==> src/rtl/ascon_sio_bridge.sv <==
`default_nettype none
// ascon_sio_bridge: serial MSB-first operand loader and LSB-first result drainer around a parallel Ascon core.
// Revision 1.0
module ascon_sio_bridge #(
  parameter int W       = 1,
  parameter int K       = 128,
  parameter int L       = 40,
  parameter int Y       = 104,
  parameter int TIMEOUT = 4096
) (
  input  logic         clk,
  input  logic         rst,
  input  logic [W-1:0] key_si,
  input  logic [W-1:0] nonce_si,
  input  logic [W-1:0] ad_si,
  input  logic [W-1:0] data_si,
  input  logic         load_en,
  input  logic         start_i,
  input  logic         decrypt_i,
  output logic [K-1:0] core_key,
  output logic [127:0] core_nonce,
  output logic [L-1:0] core_ad,
  output logic [Y-1:0] core_data,
  output logic         core_start,
  output logic         core_decrypt,
  input  logic         core_ready,
  input  logic [Y-1:0] core_out,
  input  logic [127:0] core_tag,
  output logic [W-1:0] data_so,
  output logic [W-1:0] tag_so,
  output logic         so_valid,
  input  logic         so_ready,
  output logic         armed_o,
  output logic         busy_o,
  output logic         done_o,
  output logic         err_o
);

  localparam int N     = 128;
  localparam int MAX_A = (K > N) ? K : N;
  localparam int MAX_B = (L > MAX_A) ? L : MAX_A;
  localparam int MAX   = (Y > MAX_B) ? Y : MAX_B;
  localparam int CW    = $clog2(MAX + W + 1);
  localparam int NB    = ((Y > N) ? Y : N) / W;
  localparam int BW    = $clog2(NB + 1);
  localparam int TW    = $clog2(TIMEOUT + 1);

  localparam logic [CW-1:0] C_W   = CW'(W);
  localparam logic [CW-1:0] C_K   = CW'(K);
  localparam logic [CW-1:0] C_N   = CW'(N);
  localparam logic [CW-1:0] C_L   = CW'(L);
  localparam logic [CW-1:0] C_Y   = CW'(Y);
  localparam logic [CW-1:0] C_MAX = CW'(MAX);
  localparam logic [BW-1:0] C_DB  = BW'(Y / W);
  localparam logic [BW-1:0] C_TB  = BW'(N / W);
  localparam logic [BW-1:0] C_NBL = BW'(NB - 1);
  localparam logic [TW-1:0] C_TOL = TW'(TIMEOUT - 1);

  localparam logic [2:0] S_IDLE  = 3'd0;
  localparam logic [2:0] S_LOAD  = 3'd1;
  localparam logic [2:0] S_ARMED = 3'd2;
  localparam logic [2:0] S_RUN   = 3'd3;
  localparam logic [2:0] S_DRAIN = 3'd4;

  logic [2:0]    state_q, state_d;
  logic [CW-1:0] bit_cnt_q, bit_cnt_d;
  logic [K-1:0]  key_q, key_d;
  logic [N-1:0]  nonce_q, nonce_d;
  logic [L-1:0]  ad_q, ad_d;
  logic [Y-1:0]  data_q, data_d;
  logic [Y-1:0]  dsh_q, dsh_d;
  logic [N-1:0]  tsh_q, tsh_d;
  logic [BW-1:0] beat_q, beat_d;
  logic [TW-1:0] wd_q, wd_d;
  logic          start_prev_q, start_prev_d;
  logic          core_start_q, core_start_d;
  logic          core_dec_q, core_dec_d;
  logic          done_q, done_d;
  logic          err_q, err_d;

  logic w_rise, w_loading, w_load_beat, w_load_last;
  logic w_start_ok, w_start_err, w_ready, w_timeout, w_beat, w_last_beat;

  assign w_rise      = start_i & ~start_prev_q;
  assign w_loading   = (state_q == S_IDLE) || (state_q == S_LOAD);
  assign w_load_beat = load_en & w_loading;
  assign w_load_last = w_load_beat && ((bit_cnt_q + C_W) >= C_MAX);
  assign w_start_ok  = (state_q == S_ARMED) & w_rise;
  assign w_start_err = w_loading & w_rise;
  assign w_ready     = (state_q == S_RUN) & core_ready;
  assign w_timeout   = (state_q == S_RUN) && !core_ready && (wd_q == C_TOL);
  assign w_beat      = (state_q == S_DRAIN) & so_ready;
  assign w_last_beat = w_beat && (beat_q == C_NBL);

  always_ff @(posedge clk) begin
    if (rst) begin
      state_q <= S_IDLE;
    end else begin
      state_q <= state_d;
    end
  end

  always_comb begin
    state_d = state_q;
    case (state_q)
      S_IDLE:  if (w_load_beat) state_d = w_load_last ? S_ARMED : S_LOAD;
      S_LOAD:  if (w_load_last) state_d = S_ARMED;
      S_ARMED: if (w_start_ok)  state_d = S_RUN;
      S_RUN: begin
        if (w_ready)        state_d = S_DRAIN;
        else if (w_timeout) state_d = S_IDLE;
      end
      S_DRAIN: if (w_last_beat) state_d = S_IDLE;
      default: state_d = S_IDLE;
    endcase
  end

  always_comb begin
    armed_o  = (state_q == S_ARMED);
    busy_o   = (state_q == S_RUN) || (state_q == S_DRAIN);
    so_valid = (state_q == S_DRAIN);
    data_so  = '0;
    tag_so   = '0;
    if (state_q == S_DRAIN) begin
      // Each lane falls silent once its own payload has been fully shifted out.
      if (beat_q < C_DB) data_so = dsh_q[W-1:0];
      if (beat_q < C_TB) tag_so  = tsh_q[W-1:0];
    end
  end

  always_comb begin
    bit_cnt_d    = bit_cnt_q;
    key_d        = key_q;
    nonce_d      = nonce_q;
    ad_d         = ad_q;
    data_d       = data_q;
    dsh_d        = dsh_q;
    tsh_d        = tsh_q;
    beat_d       = beat_q;
    wd_d         = wd_q;
    start_prev_d = start_i;
    core_start_d = w_start_ok;
    core_dec_d   = w_start_ok ? decrypt_i : core_dec_q;
    done_d       = w_last_beat;
    err_d        = err_q | w_start_err | w_timeout;

    if (w_load_beat) begin
      bit_cnt_d = bit_cnt_q + C_W;
      if (bit_cnt_q < C_K) key_d   = {key_q[K-W-1:0], key_si};
      if (bit_cnt_q < C_N) nonce_d = {nonce_q[N-W-1:0], nonce_si};
      if (bit_cnt_q < C_L) ad_d    = {ad_q[L-W-1:0], ad_si};
      if (bit_cnt_q < C_Y) data_d  = {data_q[Y-W-1:0], data_si};
    end

    if (w_start_ok) wd_d = '0;
    if (state_q == S_RUN) wd_d = wd_q + 1'b1;
    if (w_ready) begin
      dsh_d = core_out;
      tsh_d = core_tag;
      wd_d  = '0;
    end
    if (w_timeout) begin
      wd_d      = '0;
      bit_cnt_d = '0;
      beat_d    = '0;
    end

    if (w_beat) begin
      dsh_d  = dsh_q >> W;
      tsh_d  = tsh_q >> W;
      beat_d = beat_q + 1'b1;
    end
    if (w_last_beat) begin
      beat_d    = '0;
      bit_cnt_d = '0;
    end
  end

  always_ff @(posedge clk) begin
    if (rst) begin
      bit_cnt_q    <= '0;
      key_q        <= '0;
      nonce_q      <= '0;
      ad_q         <= '0;
      data_q       <= '0;
      dsh_q        <= '0;
      tsh_q        <= '0;
      beat_q       <= '0;
      wd_q         <= '0;
      start_prev_q <= 1'b0;
      core_start_q <= 1'b0;
      core_dec_q   <= 1'b0;
      done_q       <= 1'b0;
      err_q        <= 1'b0;
    end else begin
      bit_cnt_q    <= bit_cnt_d;
      key_q        <= key_d;
      nonce_q      <= nonce_d;
      ad_q         <= ad_d;
      data_q       <= data_d;
      dsh_q        <= dsh_d;
      tsh_q        <= tsh_d;
      beat_q       <= beat_d;
      wd_q         <= wd_d;
      start_prev_q <= start_prev_d;
      core_start_q <= core_start_d;
      core_dec_q   <= core_dec_d;
      done_q       <= done_d;
      err_q        <= err_d;
    end
  end

  assign core_key     = key_q;
  assign core_nonce   = nonce_q;
  assign core_ad      = ad_q;
  assign core_data    = data_q;
  assign core_start   = core_start_q;
  assign core_decrypt = core_dec_q;
  assign done_o       = done_q;
  assign err_o        = err_q;

endmodule
`default_nettype wire

==> config.mk <==
export PLATFORM = sky130hd
export DESIGN_NAME = ascon_sio_bridge
export DESIGN_NICKNAME = d
export VERILOG_FILES = /design/src/rtl/ascon_sio_bridge.sv
export SDC_FILE = /design/constraint.sdc
export NUM_CORES = 1
export LEC_CHECK = 0
export ABC_CLOCK_PERIOD_IN_PS = 5200
export BUFFER_PORTS_ARGS = -buffer_cell sky130_fd_sc_hd__buf_4
export CELL_PAD_IN_SITES_DETAIL_PLACEMENT = 1
export CELL_PAD_IN_SITES_GLOBAL_PLACEMENT = 1
export CORE_MARGIN = 4
export CORE_UTILIZATION = 42
export DETAILED_ROUTE_END_ITERATION = 8
export PLACE_DENSITY_LB_ADDON = 0.1
export SLEW_MARGIN = 15
export SYNTH_ARGS = -nofsm -noshare
export SYNTH_HDL_FRONTEND = slang
export SYNTH_SLANG_ARGS = --single-unit
export TNS_END_PERCENT = 1
==> constraint.sdc <==
create_clock -name clk -period 5.2 [get_ports clk]
set_clock_uncertainty 0.15 [all_clocks]
set_input_delay 0.52 -clock clk [delete_from_list [all_inputs] [get_ports clk]]
set_output_delay 0.52 -clock clk [all_outputs]
set_load 0.03 [all_outputs]
==> results.md <==
* Synth unique cells at 48
* Largest cells by area after synthesis: dfxtp_1 53%, nand2_1 12%, mux2i_1 9.2%
* Hold bufs inserted after CTS at 5
* Post-synthesis sequential area ratio at 52.5%
* Status: complete, no violations
* Post-Syn Nets at 3238
* Global-route wire length before repair at 131 mm
* CP Capture Type: flip-flop
* Sw Share at 22.0%
* Setup TNS at 0 ns
* Async S/R FF share, synth at 0%
* H-tree depth at 3
* Final ANT Viol Nets at 0
* R2R cell count at 5
* Overall routing resource usage at 25.2%
* WP data required at 5.47 ns
* WHS Path Cells at 3
* Placer congestion estimate at 0.834
* Critical path fanouts, max at 61
* WL/cell at 19.9 um
* Peak VDD IR at 0.217 mV
* Minimum clock period at 3.06 ns
* Worst Setup Path Type: reg2reg
* Placed cells at 4204
* Post-Synthesis Cells at 2992
* Post-synth EDFFs at 0
* # IOs at 652
* Max-cap viol count at 0
* CTS tree: built
* Critical Path AT at 3.33 ns
* Worst skew pair latency at 0.60 ns
* Final Cycle Share at 58.8%
* Combinational Power Share at 3.7%
* Biggest area consumer among synthesized cells: dfxtp_1
* Seq pwr share at 48.1%
* Postcts setup bufs at 0
* DR WL met2 at 43.1 mm
* CTS clock-pin slew for the worst setup and hold paths at 0.06 ns
* Drt pass-1 iters at 4
* CTS Buf Count at 73
* Die ar. at 64700 um2
* Met1 wire length at 33.7 mm
* Chip width at 254 um
* Iteration-0 DRC Markers at 1346
* Netlist Area Pre-Place at 25500 um2
* Commonest non-fill, non-tap cell in the layout: nand2_1
* CORE AREA at 60200 um2
* Slew at the pin with the worst max-slew slack at 1.20 ns
* Port bufs at 651
* Drt drc at 0
* Design Area, Final at 33100 um2
* Avg Vias per Cell at 5.26
* Max layer used: met5
* Yosys reg bits at 669
* Total routed wirelength at 86.3 mm
* Clock power frac at 48.2%
* Top cell type's share of synthesized area at 52.5%
* Area of the multi-input gates at 11100 um2
* Vias at 22800
* Hold_sp: ad_si
* Final setup viols at 0
* Pins over their slew limit at 0
* Post-cts resize count at 0
* Commonest non-fill, non-tap cells in the layout: 822 x nand2_1, 669 x dfxtp_1, 667 x buf_4
* Switch Pwr at 2350 uW
* Pwr/cell area at 323 nW/um2
* Die height at 254 um
* FF-to-FF Start: state_q[2]$_SDFFE_PP0P_
* Pin count of the biggest net entering global routing at 250
* Main synth FF type: dfxtp_1
* Internal power at 8340 uW
* Initial core utilization at 42.3%
* Clock tree buffer depth at 3
* Layout cell share with drive strength beyond 1 at 22.4%
* Final Non-Filler Cells at 4344
* CTS sink cnt at 669
* Worst setup path startpoint: state_q[2]$_SDFFE_PP0P_
* Final-report hold violation count at 0
* Area grow syn2layout at 29.7%
* Metal3 WL at 6.68 mm
* Vias in the first global route at 23200
* Avg Synthesized Cell Area at 8.52 um2
* # fillers at 7053
* Row Count at 90
* Relative slew slack at 19.8%
* RSZ-0062 raised after global routing: no
* Root Buffer: clkbuf_16
* Placed cell areas at 30600 um2
* Crit start category: flip-flop
* Grt ovf at 0
* Synth warn at 0
* Initial antenna violation count at 15
* FF+latch area at 13400 um2
* Hold Path Class: in2reg
* Detailed placement HPWL at 59.7 mm
* Static Leak at 0.0147 uW
* Fmax at 327 MHz
* Final nets at 3748
[cells in the mapped netlist (all sizes together) (3+ instances only)]
master,count
and4,3
nor2,248
dfxtp,669
nand2,823
and3,3
a211oi,230
o21ai,11
clkbuf,188
o211ai,8
a21oi,423
a31oi,6
nand2b,7
mux2i,235
or3,10
xor2,5
ha,3
nand3,11
buf,58
nand4,9
xnor2,3
nor3,10
[area by class of cell]
type,instances,share of cell area [%]
antenna,7,0.0530
clock buffer,106,6.59
clock inverter,22,0.586
inverter,2,0.0227
multi-input combinational,2075,33.5
sequential,669,40.5
tap,782,2.96
timing repair buffer,681,15.8
[state kept, by name, summed over array words and instances (netlist names)]
signal	count
core_key	128
core_nonce	128
tsh_q	128
core_data	104
dsh_q	104
core_ad	40
wd_q	13
beat_q	8
bit_cnt_q	8
state_q	3
core_decrypt	1
core_start	1
done_o	1
err_o	1
start_prev_q	1
[per-stage QoR]
stage               utilization, %  worst slack (ns)  power, uW  hold slack, ns
floorplan                        -              3.08       5440           0.310
global placement              50.9              2.28       5640           0.292
detailed placement            50.9              2.08       5640           0.303
CTS                           54.9              2.09      10800          0.0223
global route                  54.9              1.87      11100          0.0305
finish                        54.9              2.14      10700          0.0534
[per-layer routing]
layer / global-route usage (%) / vias up
met2: 44.0 / 503
met5: 0 / -
met3: 8.86 / 152
li1: - / 11200
met1: 29.0 / 11000
met4: 8.32 / 16
[path summary, 6_finish.rpt]
check                                     end  slack (ns)
hold reg to reg   core_data[103]$_SDFFE_PP0P_        0.31
setup / recovery       dsh_q[51]$_SDFFE_PP0P_        2.14
hold / removal        core_ad[0]$_SDFFE_PP0P_        0.05
setup reg to reg       dsh_q[51]$_SDFFE_PP0P_        2.14
[worst max-delay path: stages, from the launching register on]
cell	delay, ns
dfxtp_1	0.67
and3b_1	0.35
nand2_4	0.80
buf_12	0.44
mux2i_1	0.29
a211oi_1	0.12
[cell families (layout without fill, tap and decap cells)]
family          after synthesis  after routing  share of synthesized area (%)
xor+xnor                      8              8                          0.275
compound gates              689            689                           16.0
simple gates               1140           1140                           17.5
mux                         235            235                           9.22
fa+ha+maj                     3              3                          0.147
buf+inv                     248            811                           4.25
other cells                   0              7                              0
flops                       669            669                           52.5
[power groups by stage]
stage / Clock (uW) / Sequential, uW / Combinational, uW
after floorplan: 0 / 5260 / 181
after global placement: 0 / 5250 / 385
after detailed placement: 0 / 5250 / 391
after CTS: 5280 / 5140 / 396
after global routing: 5500 / 5140 / 426
final: 5160 / 5140 / 394
No activity file was read; power rests on OpenSTA's default activity.
